### src/rtl/gb_pulse_generator.sv
// Game Boy style square-wave pulse channel: period timer, 8-step duty sequencer, length counter, sample gate.
// Latency: duty_step and channel_enable update on the edge after their cause; sample is registered one cycle behind duty_step.
// Backpressure: none; the channel free-runs on every clk cycle and never stalls its inputs.
//
// Ports: clk/reset (synchronous, active-high); trigger, frequency, sweep_overflow, duty, volume, dac_enable
// drive the channel; clk_length, length_load, length_data, length_enable drive the length counter;
// channel_enable, duty_step and sample are the outputs.
// Optional feature: define GB_PULSE_LENGTH_EN to build the length counter; otherwise its inputs are ignored.
module gb_pulse_generator (
    input  logic        clk,
    input  logic        reset,
    input  logic        trigger,
    input  logic [10:0] frequency,
    input  logic        sweep_overflow,
    input  logic [1:0]  duty,
    input  logic [3:0]  volume,
    input  logic        dac_enable,
    input  logic        clk_length,
    input  logic        length_load,
    input  logic [5:0]  length_data,
    input  logic        length_enable,
    output logic        channel_enable,
    output logic [2:0]  duty_step,
    output logic [3:0]  sample
);

    localparam logic [11:0] PERIOD_MAX = 12'd2048;

    logic [11:0] timer_q, timer_d;
    logic [2:0]  duty_step_q, duty_step_d;
    logic        channel_enable_q, channel_enable_d;
    logic [3:0]  sample_q, sample_d;

    logic [11:0] reload_val;
    logic        step_high;
    logic        length_expire;

    // frequency is only sampled here, and reload_val is only used at a reload or trigger,
    // so a frequency change never shortens or stretches the period already in progress.
    assign reload_val = PERIOD_MAX - {1'b0, frequency};

    always_comb begin
        step_high = 1'b0;
        case (duty)
            2'd0:    step_high = (duty_step_q == 3'd7);
            2'd1:    step_high = (duty_step_q == 3'd0) || (duty_step_q == 3'd7);
            2'd2:    step_high = (duty_step_q == 3'd0) || (duty_step_q >= 3'd5);
            default: step_high = (duty_step_q != 3'd0) && (duty_step_q != 3'd7);
        endcase
    end

`ifdef GB_PULSE_LENGTH_EN
    logic [6:0] length_q, length_d;

    // Priority: an explicit load beats everything; a trigger only refills an
    // exhausted counter and suppresses the tick of that cycle.
    always_comb begin
        length_d      = length_q;
        length_expire = 1'b0;
        if (length_load) begin
            length_d = 7'd64 - {1'b0, length_data};
        end else if (trigger) begin
            if (length_q == 7'd0) begin
                length_d = 7'd64;
            end
        end else if (clk_length && length_enable && (length_q != 7'd0)) begin
            length_d      = length_q - 7'd1;
            length_expire = (length_q == 7'd1);
        end
    end

    always_ff @(posedge clk) begin
        if (reset) begin
            length_q <= 7'd0;
        end else begin
            length_q <= length_d;
        end
    end
`else
    logic unused_length_inputs;
    assign unused_length_inputs = ^{clk_length, length_load, length_data, length_enable};
    assign length_expire        = 1'b0;
`endif

    always_comb begin
        timer_d          = timer_q;
        duty_step_d      = duty_step_q;
        channel_enable_d = channel_enable_q;

        if (channel_enable_q) begin
            if (timer_q == 12'd1) begin
                timer_d     = reload_val;
                duty_step_d = duty_step_q + 3'd1;
            end else begin
                timer_d = timer_q - 12'd1;
            end
        end

        // Trigger restarts the period but deliberately keeps the waveform phase.
        if (trigger) begin
            timer_d = reload_val;
            if (dac_enable) begin
                channel_enable_d = 1'b1;
            end
        end

        // Clear conditions are applied last so they win over a simultaneous trigger.
        if (sweep_overflow || !dac_enable || length_expire) begin
            channel_enable_d = 1'b0;
        end

        // Gate with the next enable so the sample drops on the same edge the channel shuts off.
        sample_d = (channel_enable_d && dac_enable && step_high) ? volume : 4'h0;
    end

    always_ff @(posedge clk) begin
        if (reset) begin
            timer_q          <= PERIOD_MAX;
            duty_step_q      <= 3'd0;
            channel_enable_q <= 1'b0;
            sample_q         <= 4'h0;
        end else begin
            timer_q          <= timer_d;
            duty_step_q      <= duty_step_d;
            channel_enable_q <= channel_enable_d;
            sample_q         <= sample_d;
        end
    end

    assign channel_enable = channel_enable_q;
    assign duty_step      = duty_step_q;
    assign sample         = sample_q;

endmodule

### config.mk
export PLATFORM = sky130hd
export DESIGN_NAME = gb_pulse_generator
export DESIGN_NICKNAME = d
export VERILOG_FILES = /design/src/rtl/gb_pulse_generator.sv
export SDC_FILE = /design/constraint.sdc
export NUM_CORES = 1
export LEC_CHECK = 0
export BUFFER_PORTS_ARGS = -buffer_cell sky130_fd_sc_hd__buf_2
export CORE_UTILIZATION = 35
export DETAILED_ROUTE_END_ITERATION = 12
export PLACE_DENSITY = 0.55
export SLEW_MARGIN = 20
export SYNTH_ARGS = -nofsm -noshare
export SYNTH_HDL_FRONTEND = slang
export SYNTH_SLANG_ARGS = --single-unit
### constraint.sdc
create_clock -name clk -period 3.4 [get_ports clk]
set_clock_uncertainty 0.15 [all_clocks]
set_input_delay 0.51 -clock clk [delete_from_list [all_inputs] [get_ports clk]]
set_output_delay 0.51 -clock clk [all_outputs]
set_load 0.1 [all_outputs]
Word-level counts from Yosys, hierarchy flattened
Cells that the tools add are included.

storage, ports and cells
  bits in registers = 20
  output and inout port bits = 8
  logic and storage cells = 34

cells by class
  bitwise logic cells = 1
  muxes and demuxes = 7
  order comparisons = 1
  reductions and logical operators = 13
  eq/ne operators = 5
  add/subtract/negate cells = 3

operators by type and width
  cell                      count
  $mux W12                  3
  $eq A12 B1 Y1 const B     1
  $sub A12 B1 Y12 const B   1
  $sub A12 B11 Y12 const A  1
  $add A3 B1 Y3 const B     1
  $eq A3 B3 Y1 const B      1
  $ge A3 B3 Y1 const B      1
  $logic_and A1 B1 Y1       3
  $logic_not A3 Y1          1
  $logic_or A1 B1 Y1        3
  $mux W1                   3
  $ne A3 B3 Y1 const B      1
  $pmux W1 S3               1
  $reduce_bool A3 Y1        1
  $eq A2 B1 Y1 const B      1
  $eq A2 B2 Y1 const B      1
  $logic_not A2 Y1          1
  $reduce_and A2 Y1         1
  $reduce_bool A2 Y1        1
  $reduce_or A2 Y1          1
  $logic_not A1 Y1          1
  $not A1 Y1                1

Logic depth before layout (Yosys ltp)
  depth in word-level cells = 7
  depth in mapped cells = 7
  mapped depth without buffers = 7

Least setup slack after synthesis
OpenSTA, ideal clock, no wires.

  path type = reg2reg
  from = reg duty_step_q[1], in the netlist duty_step[1]
  to = reg sample_q[0], in the netlist sample[0]
  slack = 0.975 ns
  data arrival time = 2.160 ns
  setup time = 0.115 ns
  path buffers = 0
  stages on the path, launching flop included = 8
  period minus slack after synthesis = 2.425 ns
  cell sequence = dfxtp_1 -> inv_1 -> ha_1 -> o311a_1 -> o21ai_0 -> nand2_1 -> o211a_1 -> and2_1

on the way
  longest elaborated chain between the ends = 6
  elaborated cells between the ends (all ways) = 12

ends and longest elaborated chain
  element                                     line  text
  start, declared                             30    logic [2:0] duty_step_q, duty_step_d;
  start signal, assigned                      124   duty_step_q <= duty_step_d;
  $ge A3 B3 Y1 (tied with other cells)        47    2'd2: step_high = (duty_step_q == 3'd0) || (duty_step_q >= 3'd5);
  $logic_or A1 B1 Y1 (tied with other cells)  47
  $pmux W1 S3 (*)                             44    case (duty)
  $logic_and A1 B1 Y1 (*)                     113   sample_d = (channel_enable_d && dac_enable && step_high) ? volume : 4'h0;
  $not A1 Y1 (no source line) (*)             --
  $reduce_or A2 Y1 (no source line) (*)       --
  end signal, assigned                        126   sample_q <= sample_d;
  end, declared                               32    logic [3:0] sample_q, sample_d;

Every way passes the cells marked *; elsewhere a longest branch is shown, timed or not.
A chain may end at the register's enable or synchronous reset.

Worst setup path in the final report
  from = reg timer_q[0]
  to = reg timer_q[10]

on the way
  longest elaborated chain between the ends = 4
  elaborated cells between the ends (all ways) = 5

ends and longest elaborated chain
  element                                           line    text
  start, declared                                   29      logic [11:0] timer_q, timer_d;
  start signal, assigned                            123     timer_q <= timer_d;
  $sub A12 B1 Y12 or $eq A12 B1 Y1 (tied branches)  95, 91
  $mux W12 (*)                                      91      if (timer_q == 12'd1) begin
  $mux W12 (*)                                      90      if (channel_enable_q) begin
  $mux W12 (*)                                      100     if (trigger) begin

Every way passes the cells marked *; elsewhere a longest branch is shown, timed or not. The select of a mux whose other input is x is not followed.

==> impl_metrics.env <==
export IMPL_worstMarginPinSlew_ns=0.6701
export IMPL_slew_headroom_pct=54.92
export IMPL_hold_viol=0
export IMPL_clkTransAtPathRegs_ns=0.07
export IMPL_p_leak_uw=0.0006927
export IMPL_place_congestion=0.8839
export IMPL_synthFlopType="dfxtp_1"
export IMPL_ant_nets=0
export IMPL_cts_setup_buffers=0
export IMPL_grt_pass1_vias=1228
export IMPL_rsz0062_at_grt="no"
export IMPL_area_delta_synth_final_pct=14.30
export IMPL_port_buffers=29
export IMPL_period_needed_ns=2.266
export IMPL_synth_cell_types=48
export IMPL_antenna_found_initial=0
export IMPL_clk_latency_ns=0.26
export IMPL_routed_wl_um=3461
export IMPL_die_area_mm2=0.004335
export IMPL_syn_area_per_cell_um2=8.390
export IMPL_grt_total_usage_pct=17.08
export IMPL_synth_seq_cells=20
export IMPL_seq_area_frac_synth_pct=28.07
export IMPL_post_layout_nonfiller_instances=246
export IMPL_h_tree_depth=1
export IMPL_vias_per_cell=5.476
export IMPL_placed_cell_area_mm2=0.001589
export IMPL_finalWorstSetupSlack_ns=1.134
export IMPL_crit_fanout=5
export IMPL_layout_drive_gt1_share_pct=20.20
export IMPL_ys_warn_count=0
export IMPL_timing_fmax_mhz=441.4
export IMPL_core_area_mm2=0.003771
export IMPL_fin_setup_tns_ns=0
export IMPL_start_util_pct=37.82
export IMPL_dp_hpwl_um=2730
export IMPL_wire_per_inst_um=14.07
export IMPL_vias=1347
export IMPL_die_h_um=65.84
export IMPL_min_path_type="in -> reg"
export IMPL_fin_crit_sh_pct=66.64
export IMPL_start_kind="flip-flop"
export IMPL_final_net_count=241
export IMPL_cts_buffers=3
export IMPL_final_common_cell="buf_2"
export IMPL_end_kind="flip-flop"
export IMPL_io_pins=39
export IMPL_crit_type="reg -> reg"
export IMPL_status="finished clean"
export IMPL_reg2reg_slack_ns=1.13
export IMPL_grt_pass1_wl_um=5699
export IMPL_ctsHoldBuffers=0
export IMPL_finalInstanceArea_mm2=0.001630
export IMPL_grt_overflow=0
export IMPL_drc=0
export IMPL_ctsResizeCount=0
export IMPL_synthArstFlopShare_pct=0
export IMPL_synth_edf_count=0
export IMPL_layout_common_cells="buf_2, dfxtp_1, nor2_1, nand2_1, inv_1"
export IMPL_cts_tree="yes"
export IMPL_drtPass1Iterations=4
export IMPL_required_ns=3.38
export IMPL_ir_worst_vdd_mv=0.1618
export IMPL_clock_path_buffers=2
export IMPL_synth_nets=211
export IMPL_total_power_uw=555.8
export IMPL_max_cap_viol_count=0
export IMPL_arrival_ns=2.25
export IMPL_clk_root_buffer_cell="clkbuf_8"
export IMPL_syn_area_mm2=0.001426
export IMPL_n_antenna_cell=0
export IMPL_initialDrtViolationCount=22
export IMPL_die_w_um=65.84
export IMPL_p_per_area_mw_per_mm2=340.9
export IMPL_syn_inst=170
export IMPL_dp_cells=243
export IMPL_clkSinkCount=20
export IMPL_drv_slew=0
export IMPL_rows=22
export IMPL_grt_max_degree=18
export IMPL_place_ws_ns=1.196
export IMPL_setup_viol=0
==> area by class of cell <==
class,instances,area (µm²)
clock buffer,3,41.29
fill,397,2141
inverter,12,45.04
multi-input combinational,134,938.4
sequential,20,400.4
tap,48,60.06
timing repair buffer,29,145.1
==> per-stage QoR <==
step	hold slack (ns)	util, %
after detailed placement	0.3478	42.14
after global routing	0.2909	43.23
after floorplan	0.3523	-
after global placement	0.3384	42.14
final	0.2767	43.23
after CTS	0.2755	43.23
==> sequential cells by signal, indices dropped and copies added, names as in the netlist <==
register	count
sample	4
duty_step	3
channel_enable	1
timer_q	12
==> worst max-delay path, cell delays in order, from the launching register on <==
cell and delay [ns]:
dfxtp_1 0.35, inv_1 0.11, ha_1 0.21, nor3b_1 0.55
nand4_1 0.19, mux2_2 0.31, a22oi_1 0.18, a211oi_1 0.09
==> routing by layer <==
layer	share of wire [%]	global-route usage, %
met5	0	0
met4	1.9	6.793
met3	3.5	1.552
met2	47	27.93
met1	48	22.85
==> Yosys cell counts (2+ instances only) <==
master	count	area [µm²]
o311a_1	2	20.02
nor2b_1	5	31.28
xnor2_1	2	17.52
nor3_1	9	45.04
o21ai_0	7	35.03
nand3b_1	2	15.01
a21oi_1	10	50.05
nand4_1	5	31.28
and2_1	5	31.28
a211oi_1	5	37.54
nand2_1	13	48.80
inv_1	11	41.29
xor2_1	7	61.31
nor4_1	3	18.77
nor2_1	13	48.80
a31oi_1	3	18.77
nand3_1	7	35.03
dfxtp_1	20	400.4
clkbuf_1	2	7.510
ha_1	10	125.1
mux2_2	2	22.52
==> where the power goes <==
| group | switching [µW] | total [µW] | internal [µW] |
|---|---|---|---|
| Combinational | 83.7 | 137 | 53.2 |
| Clock | 76.5 | 155 | 79.0 |
| Sequential | 17.0 | 263 | 246 |
| Total | 177 | 556 | 379 |
==> cell families after synthesis <==
family,after synthesis,synth area share [%]
buf+inv,16,6.141
fa+ha+maj,10,8.772
simple gates,71,27.37
compound gates,41,21.84
xor+xnor,9,5.527
flops,20,28.07
mux,3,2.281
==> final timing paths <==
check,endpoint,cells past startpoint,start
worst max-delay path,timer_q[10],7,timer_q[0]
worst min-delay path,channel_enable,2,sweep_overflow
worst max register to register,timer_q[10],7,timer_q[0]
worst min register to register,duty_step[2],2,duty_step[2]
Power figures use the tool's default switching activity.
